<file path="config.mk">
export PLATFORM = sky130hd
export DESIGN_NAME = pc_stack
export DESIGN_NICKNAME = d
export VERILOG_FILES = /design/src/rtl/pc_stack_pkg.sv /design/src/rtl/pc_stack_lifo.sv /design/src/rtl/pc_stack.sv
export SDC_FILE = /design/constraint.sdc
export NUM_CORES = 1
export LEC_CHECK = 0
export ABC_AREA = 0
export CORE_MARGIN = 4
export CORE_UTILIZATION = 55
export CTS_CLUSTER_DIAMETER = 100
export DETAILED_ROUTE_END_ITERATION = 16
export PLACE_DENSITY = 0.78
export SLEW_MARGIN = 0
export SYNTH_ARGS = -nofsm -noshare
export SYNTH_HDL_FRONTEND = slang
export SYNTH_SLANG_ARGS = --single-unit
</file>
<file path="constraint.sdc">
create_clock -name clock -period 5.95 [get_ports clock]
set_input_delay 1.4875 -clock clock [delete_from_list [all_inputs] [get_ports clock]]
set_output_delay 1.4875 -clock clock [all_outputs]
set_load 0.01 [all_outputs]
</file>
<file path="src/rtl/pc_stack_pkg.sv">
// Shared constants and helpers for the program-counter / return-stack block.
package pc_stack_pkg;

    localparam int WORD_W        = 16;
    localparam int DEFAULT_DEPTH = 4;

    // Width of a counter that must hold 0..d inclusive.
    function automatic int depth_w(input int d);
        return $clog2(d) + 1;
    endfunction

endpackage

</file>
<file path="src/rtl/pc_stack_lifo.sv">
// Return-address LIFO: storage, depth counter, full/empty.
// Storage is unreset; entries above depth-1 are never read out.
module pc_stack_lifo
    import pc_stack_pkg::*;
#(
    parameter int DEPTH = DEFAULT_DEPTH,
    localparam int DW = depth_w(DEPTH),
    localparam int AW = DW - 1
) (
    input  logic              clock,
    input  logic              reset_n,
    input  logic              clear,
    input  logic              push,
    input  logic              pop,
    input  logic [WORD_W-1:0] wr_data,
    output logic [WORD_W-1:0] top,
    output logic [DW-1:0]     depth,
    output logic              empty,
    output logic              full
);

    logic [WORD_W-1:0] mem [DEPTH];
    logic [AW-1:0]     top_idx;
    logic [AW-1:0]     wr_idx;
    logic              do_replace;
    logic              do_push;
    logic              do_pop;

    assign empty = (depth == '0);
    assign full  = (depth == DW'(DEPTH));

    // DEPTH is a power of two, so the low bits of depth wrap to DEPTH-1 when full.
    assign top_idx = depth[AW-1:0] - AW'(1);
    assign wr_idx  = depth[AW-1:0];
    assign top     = mem[top_idx];

    // Push+pop on a non-empty stack swaps the top in place; push+pop on an
    // empty stack degrades to a plain push.
    assign do_replace = !clear && push && pop && !empty;
    assign do_push    = !clear && push && !full && !(pop && !empty);
    assign do_pop     = !clear && pop && !empty && !push;

    // Entry writes: replace-top or append.
    always_ff @(posedge clock) begin
        if (do_replace) begin
            mem[top_idx] <= wr_data;
        end else if (do_push) begin
            mem[wr_idx] <= wr_data;
        end
    end

    // Depth counter; clear empties the stack.
    always_ff @(posedge clock or negedge reset_n) begin
        if (!reset_n) begin
            depth <= '0;
        end else if (clear) begin
            depth <= '0;
        end else if (do_push) begin
            depth <= depth + DW'(1);
        end else if (do_pop) begin
            depth <= depth - DW'(1);
        end
    end

endmodule

</file>
<file path="src/rtl/pc_stack.sv">
// Program counter with return-address stack and sticky overflow/underflow flags.
// PC priority: clear > load > pop (non-empty) > inc > hold.
module pc_stack
    import pc_stack_pkg::*;
#(
    parameter int DEPTH = DEFAULT_DEPTH
) (
    input  logic                      clock,
    input  logic                      reset_n,
    input  logic [WORD_W-1:0]         in,
    input  logic                      load,
    input  logic                      inc,
    input  logic                      clear,
    input  logic                      push,
    input  logic                      pop,
    output logic [WORD_W-1:0]         out,
    output logic [depth_w(DEPTH)-1:0] depth,
    output logic                      empty,
    output logic                      full,
    output logic                      overflow,
    output logic                      underflow
);

    logic [WORD_W-1:0] top;
    logic [WORD_W-1:0] pc_next;
    logic [WORD_W-1:0] ret_addr;
    logic              pop_taken;

    assign ret_addr  = out + WORD_W'(1);
    assign pop_taken = pop && !empty;

    pc_stack_lifo #(.DEPTH(DEPTH)) u_lifo (
        .clock   (clock),
        .reset_n (reset_n),
        .clear   (clear),
        .push    (push),
        .pop     (pop),
        .wr_data (ret_addr),
        .top     (top),
        .depth   (depth),
        .empty   (empty),
        .full    (full)
    );

    // Next-PC priority mux.
    always_comb begin
        pc_next = out;
        if (clear) begin
            pc_next = '0;
        end else if (load) begin
            pc_next = in;
        end else if (pop_taken) begin
            pc_next = top;
        end else if (inc) begin
            pc_next = ret_addr;
        end
    end

    // PC register.
    always_ff @(posedge clock or negedge reset_n) begin
        if (!reset_n) begin
            out <= '0;
        end else begin
            out <= pc_next;
        end
    end

    // Sticky error flags; only clear or reset drops them.
    always_ff @(posedge clock or negedge reset_n) begin
        if (!reset_n) begin
            overflow  <= 1'b0;
            underflow <= 1'b0;
        end else if (clear) begin
            overflow  <= 1'b0;
            underflow <= 1'b0;
        end else begin
            if (push && full && !pop) overflow <= 1'b1;
            if (pop && empty) underflow <= 1'b1;
        end
    end

endmodule

</file>
==> results.yml, run 1 <==
status:
  status: "complete, no violations"
cts:
  numCtsBuffers: 9
  htreeDepth: 3
  root_buffer: "clkbuf_8"
  clock_latency_ps: 370
  cts_tree: "yes"
  clock-sinks: 85
  cts_hold_buf: 0
  cts.path.max_buffers: 2
  post_cts_resized: 0
  clk_pin_slew_ps: 80
  cts_setup_buffers: 0
route:
  post_drt_wl_per_cell_um: 21.8
  drtPass1Iterations: 6
  drc_errors: 0
  drt_iter0_drc: 271
  num_vias: 3026
  ant_nets: 0
  routed_wl_um: 10300
  vias_per_cell: 6.41
global_route:
  grt_pass1_vias: 2952
  track_usage: 0.240
  grt_max_degree: 29
  antenna_found_initial: 0
  grt_pass1_wl_um: 16000
  grt_overflow: 0
layout:
  n_antenna_cell: 0
  nNetsFinal: 394
  drive_above_1_share: 0.131
  finish.utilization: 0.676
  fin_cells: 472
  area_delta_synth_final_pct: 17.5
synth:
  async_flop_share: 0.247
  syn_inst: 320
  synth_commonest_cells: "edfxtp_1, nor2_1, dfrtp_1, mux2i_1, inv_1"
  yosysMostFrequentCell: "edfxtp_1"
  synth_seq_cells: 85
  netlist_area_um2: 4240
  synth_top_area_cell: "edfxtp_1"
  synth_nets: 346
  synth.yosys.seq_area_share: 0.577
  synth.distinct_cells: 62
  synth_area_leaders: "edfxtp_1, dfrtp_1, mux4_2"
  synth.avg_cell_area_um2: 13.3
  yosys_warnings: 0
  synth_edf_count: 64
  synth_top_area_frac: 0.453
  synth_flop_cell: "edfxtp_1"
place:
  io_buffers: 45
  hpwlAfterDp_um: 7150
  dpl.cell_count: 456
  gp_congestion: 0.852
worst_setup_path:
  crit_fanout: 28
  cp-end-kind: "output port"
  arrival_ps: 3010
  crit_type: "flip-flop to output port"
  r2r_setup_slack_ps: 2160
  crit_path_start_kind: "flip-flop"
  worstPathRequired_ps: 4460
worst_hold_path:
  hp-class: "flip-flop to flip-flop"
sta:
  setup_viol: 0
  relSlewSlack: 0.293
  fin_crit_sh: 0.756
  fmax_mhz: 222
  final_max_slew_viol_count: 0
  period_needed_ps: 4500
  fin_setup_tns_ps: 0
  worst-slew-pin-transition_ps: 1060
  clock_skew_ps: 10.8
  hold_viol_final: 0
  rsz0062_at_grt: "false"
pwr:
  p_switching_mw: 0.645
  clkPwrFrac: 0.224
  design_power_total_mw: 1.87
  intPower_mw: 1.23
  p_sw_frac: 0.344
  combPwrFrac: 0.337
  seqPwrFrac: 0.439
  p_leak_nw: 1.69
  vdd_drop_max_mv: 0.209
  powerDensity_nw_per_um2: 376
die:
  initial_core_util: 0.576
  die_area_um2: 9180
  die_x_um: 95.8
  core.rowCount: 31
  coreArea_um2: 7370
  die_y_um: 95.8
  io_pins: 46
job:
  drv_cap: 0
-- registers in the layout, summed over array words and instances (netlist names) --
name	cells
out	16
overflow	1
u_lifo.depth	3
u_lifo.mem	64
underflow	1
-- cells by family (layout without fill, tap and decap cells) --
logic type | count (synthesis) | count (layout) | share of synthesized area
AND/OR/NAND/NOR | 86 | 86 | 0.111
adder cells (fa/ha/maj) | 3 | 3 | 0.0106
AO/OA/AOI/OAI | 74 | 74 | 0.145
buffers and inverters | 32 | 85 | 0.0357
flip-flops | 85 | 85 | 0.577
XOR/XNOR | 14 | 14 | 0.0289
multiplexers | 26 | 26 | 0.0911
-- layout make-up --
class	instances	area (µm²)
sequential	85	2450
timing repair buffer	53	510
fill	540	2390
multi-input combinational	203	1640
inverter	16	60.1
clock buffer	10	128
tap	99	124
clock inverter	6	70.1
-- critical path, stage by stage, from the launching register on --
cell and delay [ps]:
dfrtp_1 330, buf_4 410, inv_1 170, ha_1 290, nand2b_1 480, inv_1 390, clkdlybuf4s50_1 570
-- cell usage in the layout, fill, tap and decap left out, types with 8 or more instances in the layout --
master and count:
nor2_1 23, clkbuf_8 9, buf_4 8, xnor2_1 13, dfrtp_1 21, nand2_1 11
clkdlybuf4s50_1 45, inv_1 14, nor2b_1 8, mux2i_1 15, mux4_2 10, nand4_1 9
edfxtp_1 64
-- metal layers --
layer	vias to the layer above	GRT usage	wire (µm)
met5	-	0	0
met4	0	0.0829	152
met3	14	0.0571	746
met2	138	0.369	5020
met1	1516	0.337	4390
li1	1358	-	-
-- power by group through the flow --
stage | Combinational (mW) | Sequential (mW) | Clock [mW]
6_report | 0.632 | 0.823 | 0.419
5_1_grt | 0.681 | 0.832 | 0.455
4_1_cts | 0.632 | 0.821 | 0.421
3_5_place_dp | 0.629 | 0.834 | 0
3_3_place_gp | 0.611 | 0.832 | 0
2_1_floorplan | 0.418 | 0.826 | 0
-- stage by stage --
| stage | setup WS, ps | hold WS, ps | cell area (µm²) |
|---|---|---|---|
| after floorplan | 2590 | 529 | 4240 |
| after global placement | 1890 | 483 | 4790 |
| after detailed placement | 1730 | 495 | 4790 |
| after CTS | 1430 | 515 | 4980 |
| after global routing | 1270 | 549 | 4980 |
| final | 1450 | 511 | 4980 |
-- worst paths after layout --
check | from | endpoint | cells past startpoint
worst min-delay path | underflow | underflow | 2
max in group asynchronous | reset_n | out[3] | 1
worst max register to register | u_lifo.depth[0] | u_lifo.mem[2][0] | 9
min in group asynchronous | reset_n | overflow | 1
worst min register to register | underflow | underflow | 2
worst max-delay path | u_lifo.depth[0] | empty | 6
(Power assumes the default switching activity.)
==> inputs of run 2 (changes only) <==
--- a/config.mk
+++ b/config.mk
@@ -7,10 +7,10 @@
 export LEC_CHECK = 0
 export ABC_AREA = 0
 export CORE_MARGIN = 4
-export CORE_UTILIZATION = 55
+export CORE_UTILIZATION = 51
 export CTS_CLUSTER_DIAMETER = 100
 export DETAILED_ROUTE_END_ITERATION = 16
-export PLACE_DENSITY = 0.78
+export PLACE_DENSITY = 0.76
 export SLEW_MARGIN = 0
 export SYNTH_ARGS = -nofsm -noshare
 export SYNTH_HDL_FRONTEND = slang
==> constraint.sdc (replaced) <==
create_clock -name clock -period 3.7 [get_ports clock]
set_input_delay 0.925 -clock clock [delete_from_list [all_inputs] [get_ports clock]]
set_output_delay 0.925 -clock clock [all_outputs]
set_load 0.01 [all_outputs]
==> run 2 against run 1 <==
  * Hold slack lost 2.3 ps
  * Critical path depth shrank 1
  * Register-to-register slack lost 890 ps
  * Critical path type unchanged
  * Utilization shrank 6.1 points
  * Critical endpoint unchanged
==> results.yml, run 2 (synthesis gave the netlist of run 1 again) <==
global_route:
  grt_max_degree: 28
  grt_overflow: 0
  track_usage: 0.219
  grt_pass1_wl_um: 16400
  grt_pass1_vias: 3027
  antenna_found_initial: 0
layout:
  final.fill_count: 638
  largest_register_ffs: 64
  n_antenna_cell: 0
  final_cell_mix: "edfxtp_1, clkdlybuf4s50_1, nor2_1"
  area_delta_synth_final_pct: 18.0
  largest-register: "u_lifo.mem"
  nNetsFinal: 398
  finish.utilization: 0.616
  fin_cells: 482
  drive_above_1_share: 0.138
  reg_top3: "u_lifo.mem: 64 flops, out: 16 flops, u_lifo.depth: 3 flops"
  layout_commonest_cell: "edfxtp_1"
cts:
  root_buffer: "clkbuf_8"
  post_cts_resized: 0
  htreeDepth: 3
  clock_latency_ps: 360
  clk_pin_slew_ps: 90
  numCtsBuffers: 9
  cts_tree: "yes"
  clock-sinks: 85
  cts_setup_buffers: 0
  cts_hold_buf: 0
  cts.path.max_buffers: 2
worst_hold_path:
  hp-class: "flip-flop to flip-flop"
worst_setup_path:
  crit_path_start_kind: "flip-flop"
  worstPathRequired_ps: 2770
  cp-end-kind: "output port"
  crit_fanout: 11
  crit_type: "flip-flop to output port"
  arrival_ps: 2230
sta:
  rsz0062_at_grt: "false"
  fin_setup_tns_ps: 0
  fin_crit_sh: 0.853
  period_needed_ps: 3160
  clock_skew_ps: 11.0
  hold_viol_final: 0
  setup_viol: 0
  worst-slew-pin-transition_ps: 1050
  final_max_slew_viol_count: 0
  fmax_mhz: 317
  setup_slack_ps: 544
  relSlewSlack: 0.295
route:
  num_vias: 3091
  vias_per_cell: 6.41
  drc_errors: 0
  drt_iter0_drc: 392
  drtPass1Iterations: 5
  ant_nets: 0
  post_drt_wl_per_cell_um: 21.6
  routed_wl_um: 10400
pwr:
  p_leak_nw: 1.70
  vdd_drop_max_mv: 0.291
  powerDensity_nw_per_um2: 598
  design_power_total_mw: 2.99
place:
  gp_congestion: 0.822
  io_buffers: 45
  pre_cts_ws_ps: 629
  hpwlAfterDp_um: 6990
  dpl.cell_count: 466
die:
  core.rowCount: 33
  die_area_um2: 9840
  die_y_um: 99.2
  coreArea_um2: 8130
  die_x_um: 99.2
  initial_core_util: 0.522
  io_pins: 46
job:
  drv_cap: 0
status:
  status: "complete, no violations"
-- run 2: cell count changes in the layout (fill, tap and decap cells not counted) --
cell        change
clkinv_2        +2
inv_8           -1
clkinvlp_4      -1
inv_6           -1
buf_4           +4
clkbuf_1        +1
-- run 2: path summary, 6_finish.rpt --
check,startpoint,to,slack (ps),cells after the start
worst max-delay path,u_lifo.depth[0],empty,540,5
worst min-delay path,overflow,overflow,510,2
worst max register to register,u_lifo.depth[1],out[6],1270,6
worst min register to register,overflow,overflow,510,2
max in group asynchronous,reset_n,out[11],1930,1
min in group asynchronous,reset_n,overflow,1130,1
-- run 2: power by group --
group	internal [mW]	switching [mW]	leakage, nW	total (mW)
logic	0.459	0.570	0.746	1.03
registers	1.21	0.112	0.865	1.33
clock network	0.309	0.329	0.0931	0.638
-- run 2: worst max-delay path, stage by stage (launching register included) --
cell and delay, ps:
dfrtp_1 390, inv_1 140, ha_1 260, nand2b_1 100, inv_1 350, clkdlybuf4s50_1 630
-- run 2: stage by stage --
stage	hold slack (ps)	cell area, µm²
2_1_floorplan	529	4240
3_3_place_gp	483	4820
3_5_place_dp	503	4820
4_1_cts	523	5010
5_1_grt	537	5010
6_report	509	5010
-- run 2: routing by layer --
metal | share of wire | vias up | wire length, µm | global-route usage
li1 | - | 1369 | - | -
met1 | 0.42 | 1574 | 4430 | 0.303
met2 | 0.49 | 134 | 5100 | 0.347
met3 | 0.070 | 14 | 730 | 0.0505
met4 | 0.016 | 0 | 171 | 0.0704
met5 | 0 | - | 0 | 0
-- run 2: final cells by class --
cell class              instances  area (µm²)  share of cell area
multi-input cells             203        1640               0.328
clock buffers                  11         131              0.0262
repair buffers                 57         541               0.108
clock inverters                 5        52.6              0.0105
flip-flops and latches         85        2450               0.489
well taps                     105         131              0.0262
inverters                      16        60.1              0.0120
